`src/rtl/wr_ptr_full.sv`:
```
// Write-domain pointer/status block for an asynchronous FIFO: binary/Gray write
// pointer, read-pointer synchronizer, and full/almost_full/level/overflow flags.
`timescale 1ns/1ps
module wr_ptr_full #(
  parameter int ADDR_W      = 4,
  parameter int SYNC_STAGES = 2,
  parameter int AF_MARGIN   = 2
) (
  input  logic              clk,
  input  logic              rst,
  input  logic              wr_en,
  input  logic [ADDR_W:0]   rd_gray,
  output logic [ADDR_W-1:0] wr_addr,
  output logic [ADDR_W:0]   wr_gray,
  output logic              wr_accept,
  output logic              full,
  output logic              almost_full,
  output logic [ADDR_W:0]   level,
  output logic              overflow
);

  localparam int PW = ADDR_W + 1;
  localparam logic [PW-1:0] AF_THRESH = PW'((2 ** ADDR_W) - AF_MARGIN);

  logic [PW-1:0] bin_q, bin_d;
  logic [PW-1:0] gray_q, gray_d;
  logic [PW-1:0] sync_q [SYNC_STAGES];
  logic [PW-1:0] rq, rd_bin, full_cmp, diff;
  logic [PW-1:0] level_q, level_d;
  logic          full_q, full_d;
  logic          af_q, af_d;
  logic          ovf_q, ovf_d;

  // Plain flop chain: nothing may sit between stages.
  genvar gi;
  generate
    for (gi = 0; gi < SYNC_STAGES; gi++) begin : g_sync
      always_ff @(posedge clk or posedge rst) begin
        if (rst) begin
          sync_q[gi] <= '0;
        end else begin
          if (gi == 0) sync_q[gi] <= rd_gray;
          else         sync_q[gi] <= sync_q[(gi == 0) ? 0 : gi - 1];
        end
      end
    end
  endgenerate

  assign rq = sync_q[SYNC_STAGES-1];

  // Gray -> binary: each bit is the XOR of all Gray bits at or above it.
  generate
    for (gi = 0; gi < PW; gi++) begin : g_g2b
      assign rd_bin[gi] = ^rq[PW-1:gi];
    end
  endgenerate

  generate
    if (ADDR_W == 1) begin : g_cmp1
      assign full_cmp = {~rq[1], rq[0]};
    end else begin : g_cmpn
      assign full_cmp = {~rq[PW-1:PW-2], rq[PW-3:0]};
    end
  endgenerate

  always_comb begin
    wr_accept = wr_en && !full_q;
    bin_d     = bin_q + PW'(wr_accept);
    gray_d    = bin_d ^ (bin_d >> 1);
    diff      = bin_d - rd_bin;
    full_d    = (gray_d == full_cmp);
    af_d      = (diff >= AF_THRESH);
    level_d   = diff;
    ovf_d     = wr_en && full_q;
  end

  always_ff @(posedge clk or posedge rst) begin
    if (rst) begin
      bin_q   <= '0;
      gray_q  <= '0;
      full_q  <= 1'b0;
      af_q    <= 1'b0;
      level_q <= '0;
      ovf_q   <= 1'b0;
    end else begin
      bin_q   <= bin_d;
      gray_q  <= gray_d;
      full_q  <= full_d;
      af_q    <= af_d;
      level_q <= level_d;
      ovf_q   <= ovf_d;
    end
  end

  assign wr_addr     = bin_q[ADDR_W-1:0];
  assign wr_gray     = gray_q;
  assign full        = full_q;
  assign almost_full = af_q;
  assign level       = level_q;
  assign overflow    = ovf_q;

endmodule

```
`config.mk`:
```
export PLATFORM = sky130hd
export DESIGN_NAME = wr_ptr_full
export DESIGN_NICKNAME = d
export VERILOG_FILES = /design/src/rtl/wr_ptr_full.sv
export SDC_FILE = /design/constraint.sdc
export NUM_CORES = 1
export LEC_CHECK = 0
export ABC_AREA = 1
export BUFFER_PORTS_ARGS = -buffer_cell sky130_fd_sc_hd__buf_2
export CORE_MARGIN = 5
export CORE_UTILIZATION = 35
export CTS_CLUSTER_DIAMETER = 40
export DETAILED_ROUTE_END_ITERATION = 10
export GPL_ROUTABILITY_DRIVEN = 0
export PLACE_DENSITY = 0.66
export SLEW_MARGIN = 25
export SYNTH_ARGS = -nofsm -noshare
export SYNTH_HDL_FRONTEND = slang
export SYNTH_SLANG_ARGS = --single-unit
```
`constraint.sdc`:
```
create_clock -name clk -period 3.1 [get_ports clk]
set_clock_uncertainty 0.1 [all_clocks]
set_input_delay 0.155 -clock clk [delete_from_list [all_inputs] [get_ports clk]]
set_output_delay 0.155 -clock clk [all_outputs]
set_load 0.01 [all_outputs]
```
==> impl_metrics.sql, run 1 <==
INSERT INTO impl_metrics (metric_group, metric, value, unit) VALUES
('sta', 'timing.setup.tns', '0', 'ps'),
('yosys', 'synth_area_in_xor_xnor', '3.36', '%'),
('global_routing', 'grt_antenna_before_repair', '0', ''),
('yosys', 'ys_seq_area_share', '50.4', '%'),
('pwr', 'finalPower', '0.00157', 'W'),
('sta', 'worst-slew-pin-transition', '535', 'ps'),
('setup_path', 'worstSetupStartpointType', 'flip-flop', ''),
('yosys', 'yosys_warnings', '0', ''),
('clocking', 'cts_buffer_depth', '2', ''),
('global_routing', 'grt_start_max_net_pins', '28', ''),
('pwr', 'power.ir.vdd_worst', '609', 'µV'),
('yosys', 'synthCells', '150', ''),
('final_layout', 'fillCellCount', '368', ''),
('die', 'start_util', '36.3', '%'),
('sta', 'post-route-period-util', '77.9', '%'),
('yosys', 'yosys.area.top_type', 'sky130_fd_sc_hd__dfrtp_1', ''),
('detailed_routing', 'drt-initial-drc-count', '71', ''),
('setup_path', 'cell_breakdown_of_the_critical_path', 'inv_2 > nand2_2 > nand2_2 > nand2_2 > nand2_4 > xor2_4 > xor2_1 > ha_1 > fa_1 > xor2_1 > nor2_1 > nand3_1 > nand2_1', ''),
('place', 'io_buffer_count', '25', ''),
('setup_path', 'cpMostUsedCell', 'sky130_fd_sc_hd__nand2_2', ''),
('die', 'die_area', '5170', 'µm²'),
('global_routing', 'grt_use_total', '10.8', '%'),
('yosys', 'synth.top_cell.area_share', '50.4', '%'),
('run', 'count_of_maximum_capacitance_violations', '0', ''),
('sta', 'slew_headroom', '64.3', '%'),
('sta', 'setup_violations', '0', ''),
('die', 'chipHeight', '71.9', 'µm'),
('final_layout', 'syn_to_final_growth', '21.9', '%'),
('setup_path', 'required', '3170', 'ps'),
('clocking', 'worst_skew_pair.late_latency', '270', 'ps'),
('yosys', 'syn_avg_cell_area', '8.93', 'µm²'),
('pwr', 'leakage_power', '0.886', 'nW'),
('sta', 'timing.final.crit_period', '2410', 'ps'),
('final_layout', 'ff_latch_area', '676', 'µm²'),
('clocking', 'tritoncts', 'done', ''),
('global_routing', 'wire_length_of_the_first_global_routing_pass', '4500', 'µm'),
('detailed_routing', 'drc_errors', '0', ''),
('yosys', 'post_synth_num_cell_types', '19', ''),
('final_layout', 'final_cell_count_no_fill', '233', ''),
('detailed_routing', 'drt_wl_total', '2330', 'µm'),
('clocking', 'clock_sinks', '27', ''),
('place', 'dpl.hpwl', '1850', 'µm'),
('pwr', 'p_per_area', '959', 'nW/µm²'),
('setup_path', 'critical_path_class', 'reg2reg', ''),
('sta', 'final.setup.worst_slack', '685', 'ps'),
('detailed_routing', 'drtAntennaViolNets', '0', ''),
('yosys', 'yosys_register_bits', '27', ''),
('detailed_routing', 'wire_length_per_cell', '10.0', 'µm'),
('yosys', 'post_synth_fa_ha_maj_area_fraction', '6.16', '%'),
('detailed_routing', 'avgViaCountPerCell', '4.36', ''),
('sta', 'holdWs', '15.2', 'ps'),
('yosys', 'syn-cell-area', '1340', 'µm²'),
('clocking', 'clock_tree.htree_level_count', '1', ''),
('outcome', 'run_status', 'finished, final reports clean', ''),
('final_layout', 'drive_above_1_share', '31.9', '%'),
('sta', 'timing.final.hold_violations', '0', ''),
('final_layout', 'num_antenna_cells', '0', ''),
('clocking', 'cts-root-buf', 'sky130_fd_sc_hd__clkbuf_8', ''),
('setup_path', 'crit_path_end_kind', 'flip-flop', ''),
('die', 'placeableCoreArea', '3690', 'µm²'),
('setup_path', 'slack_of_the_worst_reg_to_reg_path', '690', 'ps'),
('global_routing', 'globalRoute.totalOverflow', '0', ''),
('yosys', 'synth-compound-area-share', '1.59', '%'),
('die', 'die_w', '71.9', 'µm'),
('yosys', 'synth_top_cells_by_area', 'sky130_fd_sc_hd__dfrtp_1, sky130_fd_sc_hd__nand2_1, sky130_fd_sc_hd__nand3_1', ''),
('yosys', 'synthSimpleGateAreaFrac', '30.9', '%'),
('sta', 'grt_setup_unrepaired', 'no', ''),
('detailed_routing', 'first_pass_iters', '4', ''),
('sta', 'final_max_slew_violation_count', '0', ''),
('detailed_routing', 'dr_total_vias', '1016', ''),
('setup_path', 'critical-path-max-stage-delay', '440', 'ps');
state kept, by name, indices dropped and copies added (netlist names):
signal       cells
overflow         1
rq               5
wr_gray          4
level            5
almost_full      1
full             1
sync_q           5
bin_q            5
placed cells by master (no fill, tap or decap), drive strengths merged:
cell / n
dlygate4sd3: 6
buf: 25
nand4: 1
o21bai: 1
fa: 1
clkinvlp: 1
dfrtp: 27
a21oi: 2
and2: 1
inv: 26
nor2: 6
nand2: 53
ha: 5
xor2: 3
nand3: 23
clkinv: 1
clkbuf: 3
per-stage QoR:
step	cell area [µm²]	utilization [%]
2_1_floorplan	1340	-
6_report	1630	44.3
3_3_place_gp	1530	41.4
3_5_place_dp	1530	41.4
4_1_cts	1620	44.0
5_1_grt	1630	44.3
path summary, 6_finish.rpt:
path                       depth (start not counted)  startpoint           to
max reg2reg                                       13       rq[3]  almost_full
min reg2reg                                        0   sync_q[9]        rq[4]
min in group asynchronous                          3         rst    sync_q[8]
min                                                3       wr_en     overflow
max in group asynchronous                          3         rst   wr_gray[0]
max                                               13       rq[3]  almost_full
per-layer routing:
| metal | track usage, % | share of wire, % | wire length [µm] |
|---|---|---|---|
| met3 | 3.51 | 7.5 | 175 |
| met1 | 14.7 | 50 | 1160 |
| met2 | 17.0 | 42 | 982 |
| met5 | 0 | 0 | 0 |
| met4 | 1.88 | 0.73 | 17 |
what timing repair did:
item | in CTS | in global routing
hold buffers | 5 | 1
endpoints found under the hold margin | 5 | 27
buffers inserted | 0 | 0
layout make-up:
cell class	count	area share, %
well taps	48	3.68
flip-flops and latches	27	41.3
clock buffers	3	2.53
multi-input cells	96	34.5
repair buffers	31	11.3
inverters	27	6.20
clock inverters	1	0.459
worst reg2reg max path, delay by kind of cell (launching register included):
family / cells / cell delay (ps)
flops: 1 / 430
xor+xnor: 3 / 520
buf+inv: 1 / 80
simple gates: 7 / 510
fa+ha+maj: 2 / 660
logic make-up (layout without fill, tap and decap cells):
group	Yosys count	count (layout)
buffers and inverters	27	62
adder cells (fa/ha/maj)	6	6
AND/OR/NAND/NOR	84	84
AO/OA/AOI/OAI	3	3
flip-flops	27	27
XOR/XNOR	3	3
cell usage after synthesis (all sizes together):
cell type  instances
ha                 5
dfrtp             27
fa                 1
nand3             23
nor2               6
and2               1
a21oi              2
nand2             53
xor2               3
clkinv             1
nand4              1
inv               26
o21bai             1
power by group:
group | switching (W) | internal, W
clock | 0.000109 | 0.0000912
combinational | 0.000516 | 0.000321
sequential | 0.0000612 | 0.000469
Power figures use the tool's default switching activity.
==> run 2: changes to the inputs <==
PLACE_DENSITY = 0.68   (was 0.66)
clock period = 2 ns   (was 3.1 ns; I/O delays follow)
==> impl_metrics.sql, run 2 (synthesis results as in run 1) <==
INSERT INTO impl_metrics (metric_group, metric, value, unit) VALUES
('detailed_routing', 'first_pass_iters', '4', ''),
('place', 'detailedPlace.worstSlack', '-192', 'ps'),
('global_routing', 'grt_antenna_before_repair', '0', ''),
('final_layout', 'multiInputGateArea', '597', 'µm²'),
('place', 'place.detailed.instances', '240', ''),
('setup_path', 'cpMaxStageDelayCell', 'sky130_fd_sc_hd__fa_2', ''),
('setup_path', 'critPathBufInv', '1', ''),
('final_layout', 'ff_latch_area', '677', 'µm²'),
('detailed_routing', 'route.met3.wl', '105', 'µm'),
('final_layout', 'layout.cells.most_common_list', 'sky130_fd_sc_hd__nand2_1, sky130_fd_sc_hd__dfrtp_1, sky130_fd_sc_hd__buf_2', ''),
('sta', 'final_max_slew_violation_count', '0', ''),
('pwr', 'sequentialPowerShare', '30.4', '%'),
('clocking', 'cts-root-buf', 'sky130_fd_sc_hd__clkbuf_8', ''),
('die', 'design.portCount', '26', ''),
('setup_path', 'critical_path_class', 'reg2reg', ''),
('pwr', 'power.share.combinational', '58.3', '%'),
('final_layout', 'num_antenna_cells', '0', ''),
('sta', 'fmax', '454', 'MHz'),
('die', 'die_area', '5170', 'µm²'),
('detailed_routing', 'dr_total_vias', '1058', ''),
('sta', 'timing.final.hold_violations', '0', ''),
('die', 'placementRows', '22', ''),
('detailed_routing', 'wire_length_per_cell', '10.0', 'µm'),
('sta', 'final.setup.worst_slack', '-202', 'ps'),
('pwr', 'leakage_power', '0.994', 'nW'),
('setup_path', 'worstPathMaxFanout', '3', ''),
('pwr', 'netSwitchingPower', '0.00111', 'W'),
('final_layout', 'syn_to_final_growth', '36.8', '%'),
('clocking', 'clock_tree.htree_level_count', '1', ''),
('detailed_routing', 'top_layer_used', 'met4', ''),
('sta', 'grt_setup_unrepaired', 'yes', ''),
('setup_path', 'critical-path-max-stage-delay', '450', 'ps'),
('detailed_routing', 'drtAntennaViolNets', '0', ''),
('detailed_routing', 'drt_wl_total', '2550', 'µm'),
('hold_path', 'worst_hold_path.num_cells', '5', ''),
('outcome', 'run_status', 'complete, but fails checks', ''),
('setup_path', 'timing.critical_path.arrival', '2310', 'ps'),
('setup_path', 'worstSetupStartpointType', 'flip-flop', ''),
('setup_path', 'worstSetupPathDepth', '12', ''),
('pwr', 'internal_pwr_total', '0.00156', 'W'),
('clocking', 'clock_sinks', '27', ''),
('sta', 'timing.final.crit_period', '2200', 'ps'),
('run', 'count_of_maximum_capacitance_violations', '0', ''),
('final_layout', 'fillCellCount', '370', ''),
('sta', 'post-route-period-util', '110', '%'),
('place', 'dpl.hpwl', '1960', 'µm'),
('global_routing', 'grt_start_max_net_pins', '28', ''),
('sta', 'setup_violations', '5', ''),
('global_routing', 'grt_pass1_vias', '1071', ''),
('final_layout', 'drive_above_1_share', '41.1', '%'),
('setup_path', 'ff2ff_path_depth', '12', ''),
('final_layout', 'most_common_cell_after_layout_fill_and_taps_aside', 'sky130_fd_sc_hd__nand2_1', ''),
('pwr', 'power.ir.vdd_worst', '913', 'µV'),
('place', 'io_buffer_count', '25', ''),
('detailed_routing', 'drc_errors', '0', ''),
('clocking', 'clock_buffers_created_by_tritoncts', '3', ''),
('detailed_routing', 'route.layer.met1.wl', '1260', 'µm'),
('setup_path', 'crit_path_end_kind', 'flip-flop', ''),
('die', 'start_util', '36.3', '%'),
('die', 'die_w', '71.9', 'µm'),
('final_layout', 'nNetsFinal', '222', ''),
('clocking', 'cts_buffer_depth', '2', ''),
('clocking', 'tritoncts', 'done', ''),
('sta', 'worst-slew-pin-transition', '328', 'ps'),
('global_routing', 'globalRoute.totalOverflow', '0', ''),
('detailed_routing', 'drt-initial-drc-count', '18', ''),
('detailed_routing', 'avgViaCountPerCell', '4.15', ''),
('setup_path', 'timing.critical_path.max_delay_family', 'adder cells', ''),
('setup_path', 'required', '2110', 'ps'),
('pwr', 'clockPowerShare', '11.3', '%'),
('die', 'chipHeight', '71.9', 'µm'),
('pwr', 'finalPower', '0.00267', 'W'),
('sta', 'slew_headroom', '78.2', '%'),
('setup_path', 'cell_breakdown_of_the_critical_path', 'inv_2 > nand2_4 > nand2_2 > nand2_2 > nand2_4 > xor2_4 > xor2_1 > ha_2 > fa_2 > nor2_1 > nand3_1 > nand2_1', ''),
('clocking', 'worst_skew_pair.late_latency', '260', 'ps'),
('outcome', 'failed_checks', 'negative setup slack', ''),
('clocking', 'clk_transition_reported_paths', '90', 'ps'),
('die', 'placeableCoreArea', '3690', 'µm²'),
('hold_path', 'hold_class', 'in2reg', ''),
('pwr', 'p_per_area', '1450', 'nW/µm²'),
('global_routing', 'wire_length_of_the_first_global_routing_pass', '4620', 'µm'),
('detailed_routing', 'dr_wl_met2', '1170', 'µm'),
('pwr', 'netSwitchingFraction', '41.6', '%'),
('global_routing', 'grt_use_total', '11.2', '%'),
('final_layout', 'final_cell_count_no_fill', '255', '');
-- run 2: final timing paths --
path                                start          end  slack (ps)
worst min-delay path                wr_en     bin_q[0]         130
worst min register to register  sync_q[7]        rq[2]         250
max in group asynchronous             rst         full        1210
min in group asynchronous             rst    sync_q[8]         330
worst max register to register      rq[4]  almost_full        -200
worst max-delay path                rq[4]  almost_full        -200
-- run 2: cell type report --
class | instances | share of cell area (%)
Timing Repair Buffer | 53 | 19.2
Multi-Input combinational cell | 96 | 32.6
Tap cell | 48 | 3.28
Inverter | 27 | 5.53
Sequential cell | 27 | 36.9
Clock buffer | 4 | 2.46
-- run 2: what timing repair did --
action                                  CTS  global route
gates resized for setup                   2             2
endpoints found under the hold margin    33             0
endpoints found under the setup margin    5             6
setup buffers                             2             2
pin swaps                                 2             1
hold buffers                              7             0
-- run 2: worst reg2reg max path: cells and delay by family (launching register included) --
kind	cells	cell delay (ps)
adder cells (fa/ha/maj)	2	660
AND/OR/NAND/NOR	7	550
buffers and inverters	1	90
flip-flops	1	420
XOR/XNOR	2	340
-- run 2: per-layer routing --
layer | global-route usage [%] | vias to the layer above
li1 | - | 578
met1 | 15.5 | 461
met2 | 17.9 | 17
met3 | 2.24 | 2
met4 | 3.13 | 0
met5 | 0 | -
-- run 2: through the flow --
step	instance area [µm²]	setup TNS, ps	utilization (%)	hold WS [ps]
floorplan	1350	-234	-	31.4
global placement	1670	-458	45.1	72.5
detailed placement	1670	-552	45.1	75.8
CTS	1800	-603	48.9	120
global route	1830	-1270	49.7	149
finish	1830	-573	49.7	128
-- run 2: power groups by stage --
stage | Combinational, W | Sequential (W) | Clock [W]
3_3_place_gp | 0.00149 | 0.000815 | 0
2_1_floorplan | 0.000881 | 0.000916 | 0
4_1_cts | 0.00156 | 0.000810 | 0.000312
5_1_grt | 0.00177 | 0.000840 | 0.000339
6_report | 0.00155 | 0.000811 | 0.000300
3_5_place_dp | 0.00150 | 0.000816 | 0
==> run 3: changes to the inputs <==
CORE_UTILIZATION = 48   (was 35)
PLACE_DENSITY = 0.85   (was 0.68)
==> impl_metrics.sql, run 3 (synthesis results as in run 1) <==
INSERT INTO impl_metrics (metric_group, metric, value, unit) VALUES
('outcome', 'run_status', 'complete, but fails checks', ''),
('outcome', 'failed_checks', 'negative setup slack', ''),
('setup_path', 'worstSetupStartpointType', 'flip-flop', ''),
('detailed_routing', 'drtAntennaViolNets', '0', ''),
('final_layout', 'final_core_util', '67.9', '%'),
('sta', 'setup_violations', '5', ''),
('die', 'die_w', '62.8', 'µm'),
('detailed_routing', 'wire_length_per_cell', '12.4', 'µm'),
('sta', 'timing.final.crit_period', '2240', 'ps'),
('sta', 'final_max_slew_violation_count', '0', ''),
('sta', 'worst-slew-pin-transition', '343', 'ps'),
('global_routing', 'grt_pass1_vias', '1169', ''),
('pwr', 'netSwitchingPower', '0.00122', 'W'),
('sta', 'final.setup.worst_slack', '-237', 'ps'),
('setup_path', 'timing.critical_path.arrival', '2380', 'ps'),
('global_routing', 'grt_antenna_before_repair', '0', ''),
('sta', 'grt_setup_unrepaired', 'yes', ''),
('setup_path', 'worstPathMaxFanout', '3', ''),
('pwr', 'finalPower', '0.00279', 'W'),
('setup_path', 'timing.critical_path.max_delay_family', 'adder cells', ''),
('sta', 'timing.final.hold_violations', '0', ''),
('pwr', 'leakage_power', '1.00', 'nW'),
('detailed_routing', 'dr_total_vias', '1164', ''),
('detailed_routing', 'first_pass_iters', '4', ''),
('final_layout', 'fillCellCount', '210', ''),
('die', 'design.portCount', '26', ''),
('final_layout', 'multiInputGateArea', '624', 'µm²'),
('die', 'placeableCoreArea', '2710', 'µm²'),
('sta', 'slew_headroom', '77.1', '%'),
('sta', 'post-route-period-util', '112', '%'),
('pwr', 'netSwitchingFraction', '43.9', '%'),
('final_layout', 'most_common_cell_after_layout_fill_and_taps_aside', 'sky130_fd_sc_hd__nand2_1', ''),
('final_layout', 'syn_to_final_growth', '37.3', '%'),
('clocking', 'cts-root-buf', 'sky130_fd_sc_hd__clkbuf_4', ''),
('setup_path', 'cpMaxStageDelayCell', 'sky130_fd_sc_hd__dfrtp_1', ''),
('sta', 'fmax', '447', 'MHz'),
('final_layout', 'fin_area', '1840', 'µm²'),
('global_routing', 'grt_start_max_net_pins', '28', ''),
('place', 'io_buffer_count', '25', ''),
('pwr', 'internal_pwr_total', '0.00156', 'W'),
('global_routing', 'wire_length_of_the_first_global_routing_pass', '5090', 'µm'),
('die', 'start_util', '49.4', '%'),
('clocking', 'clock_sinks', '27', ''),
('detailed_routing', 'drt-initial-drc-count', '28', ''),
('pwr', 'power.ir.vdd_worst', '961', 'µV'),
('detailed_routing', 'drc_errors', '0', ''),
('place', 'dpl.hpwl', '1960', 'µm'),
('die', 'die_area', '3950', 'µm²'),
('hold_path', 'hold_class', 'in2async', ''),
('setup_path', 'crit_path_end_kind', 'flip-flop', ''),
('pwr', 'p_per_area', '1510', 'nW/µm²'),
('pwr', 'clockPowerShare', '8.7', '%'),
('setup_path', 'cell_breakdown_of_the_critical_path', 'inv_2 > nand2_2 > nand2_2 > nand2_4 > nand2_4 > xor2_4 > xor2_1 > ha_2 > fa_2 > xor2_1 > nor2_1 > nand3_1 > nand2_1', ''),
('setup_path', 'critical-path-max-stage-delay', '430', 'ps'),
('pwr', 'power.share.combinational', '62.4', '%'),
('die', 'chipHeight', '62.8', 'µm'),
('clocking', 'cts_buffer_depth', '2', ''),
('setup_path', 'worstSetupPathDepth', '13', ''),
('final_layout', 'nNetsFinal', '224', ''),
('clocking', 'clk_transition_reported_paths', '150', 'ps'),
('final_layout', 'final_cell_count_no_fill', '240', ''),
('clocking', 'clock_tree.htree_level_count', '1', ''),
('global_routing', 'grt_use_total', '15.9', '%'),
('setup_path', 'critical_path_class', 'reg2reg', ''),
('pwr', 'sequentialPowerShare', '28.9', '%'),
('detailed_routing', 'drt_wl_total', '2980', 'µm'),
('final_layout', 'ff_latch_area', '677', 'µm²'),
('global_routing', 'globalRoute.totalOverflow', '0', ''),
('final_layout', 'num_antenna_cells', '0', ''),
('final_layout', 'drive_above_1_share', '44.5', '%'),
('place', 'placed_area', '1630', 'µm²'),
('run', 'count_of_maximum_capacitance_violations', '0', ''),
('detailed_routing', 'avgViaCountPerCell', '4.85', ''),
('setup_path', 'ff2ff_path_depth', '13', ''),
('clocking', 'tritoncts', 'done', ''),
('clocking', 'worst_skew_pair.late_latency', '330', 'ps'),
('final_layout', 'layout.cells.most_common_list', 'sky130_fd_sc_hd__nand2_1, sky130_fd_sc_hd__dfrtp_1, sky130_fd_sc_hd__buf_2', ''),
('setup_path', 'required', '2140', 'ps'),
('clocking', 'clock_buffers_created_by_tritoncts', '3', ''),
('place', 'place.detailed.instances', '221', ''),
('setup_path', 'critPathBufInv', '1', ''),
('die', 'placementRows', '19', '');
[run 3: repair_timing]
item                                    CTS  global route
pin swaps                                10             6
endpoints found under the setup margin    5             6
resized for setup                         3             9
endpoints found under the hold margin    33             0
buffers inserted                          5             4
hold buffers                              7             0
[run 3: final timing paths]
| kind | from | slack [ps] | to |
|---|---|---|---|
| worst max-delay path | rq[3] | -240 | almost_full |
| worst min-delay path | rst | 240 | level[4] |
| worst max register to register | rq[3] | -240 | almost_full |
| worst min register to register | sync_q[6] | 270 | rq[1] |
| max in group asynchronous | rst | 1270 | full |
| min in group clk | sync_q[6] | 270 | rq[1] |
[run 3: cell type report]
type / count / share of cell area, %
Tap cell: 31 / 2.11
Timing Repair Buffer: 55 / 20.2
Multi-Input combinational cell: 96 / 33.9
Clock buffer: 4 / 1.43
Sequential cell: 27 / 36.8
Inverter: 27 / 5.51
[run 3: worst register-to-register path: stages (launching register included)]
cell and delay (ps):
sky130_fd_sc_hd__dfrtp_1 430, sky130_fd_sc_hd__inv_2 60, sky130_fd_sc_hd__nand2_2 90, sky130_fd_sc_hd__nand2_2 80
sky130_fd_sc_hd__nand2_4 90, sky130_fd_sc_hd__nand2_4 70, sky130_fd_sc_hd__xor2_4 150, sky130_fd_sc_hd__xor2_1 170
sky130_fd_sc_hd__ha_2 200, sky130_fd_sc_hd__fa_2 360, sky130_fd_sc_hd__xor2_1 180, sky130_fd_sc_hd__nor2_1 70
sky130_fd_sc_hd__nand3_1 60, sky130_fd_sc_hd__nand2_1 50
[run 3: metrics by stage]
| stage | TNS, ps | setup WS (ps) | hold slack [ps] |
|---|---|---|---|
| 4_1_cts | -813 | -217 | 260 |
| 3_3_place_gp | -470 | -168 | 66.0 |
| 2_1_floorplan | -234 | -124 | 31.4 |
| 5_1_grt | -1480 | -374 | 287 |
| 6_report | -930 | -237 | 240 |
| 3_5_place_dp | -648 | -208 | 74.1 |
[run 3: per-layer routing]
layer  vias to the layer above  track usage [%]  wire length, µm
met3                         6             2.52              135
met1                       549             18.5             1290
met2                        33             29.0             1510
li1                        576                -                -
met5                         -                0                0
met4                         0             5.57               45
[run 3: power by group through the flow]
stage                     Combinational (W)  Clock (W)  Sequential (W)
after global placement              0.00148          0        0.000809
final                               0.00174   0.000241        0.000805
after detailed placement            0.00152          0        0.000814
after global routing                0.00196   0.000268        0.000830
after floorplan                    0.000881          0        0.000916
after CTS                           0.00158   0.000239        0.000801
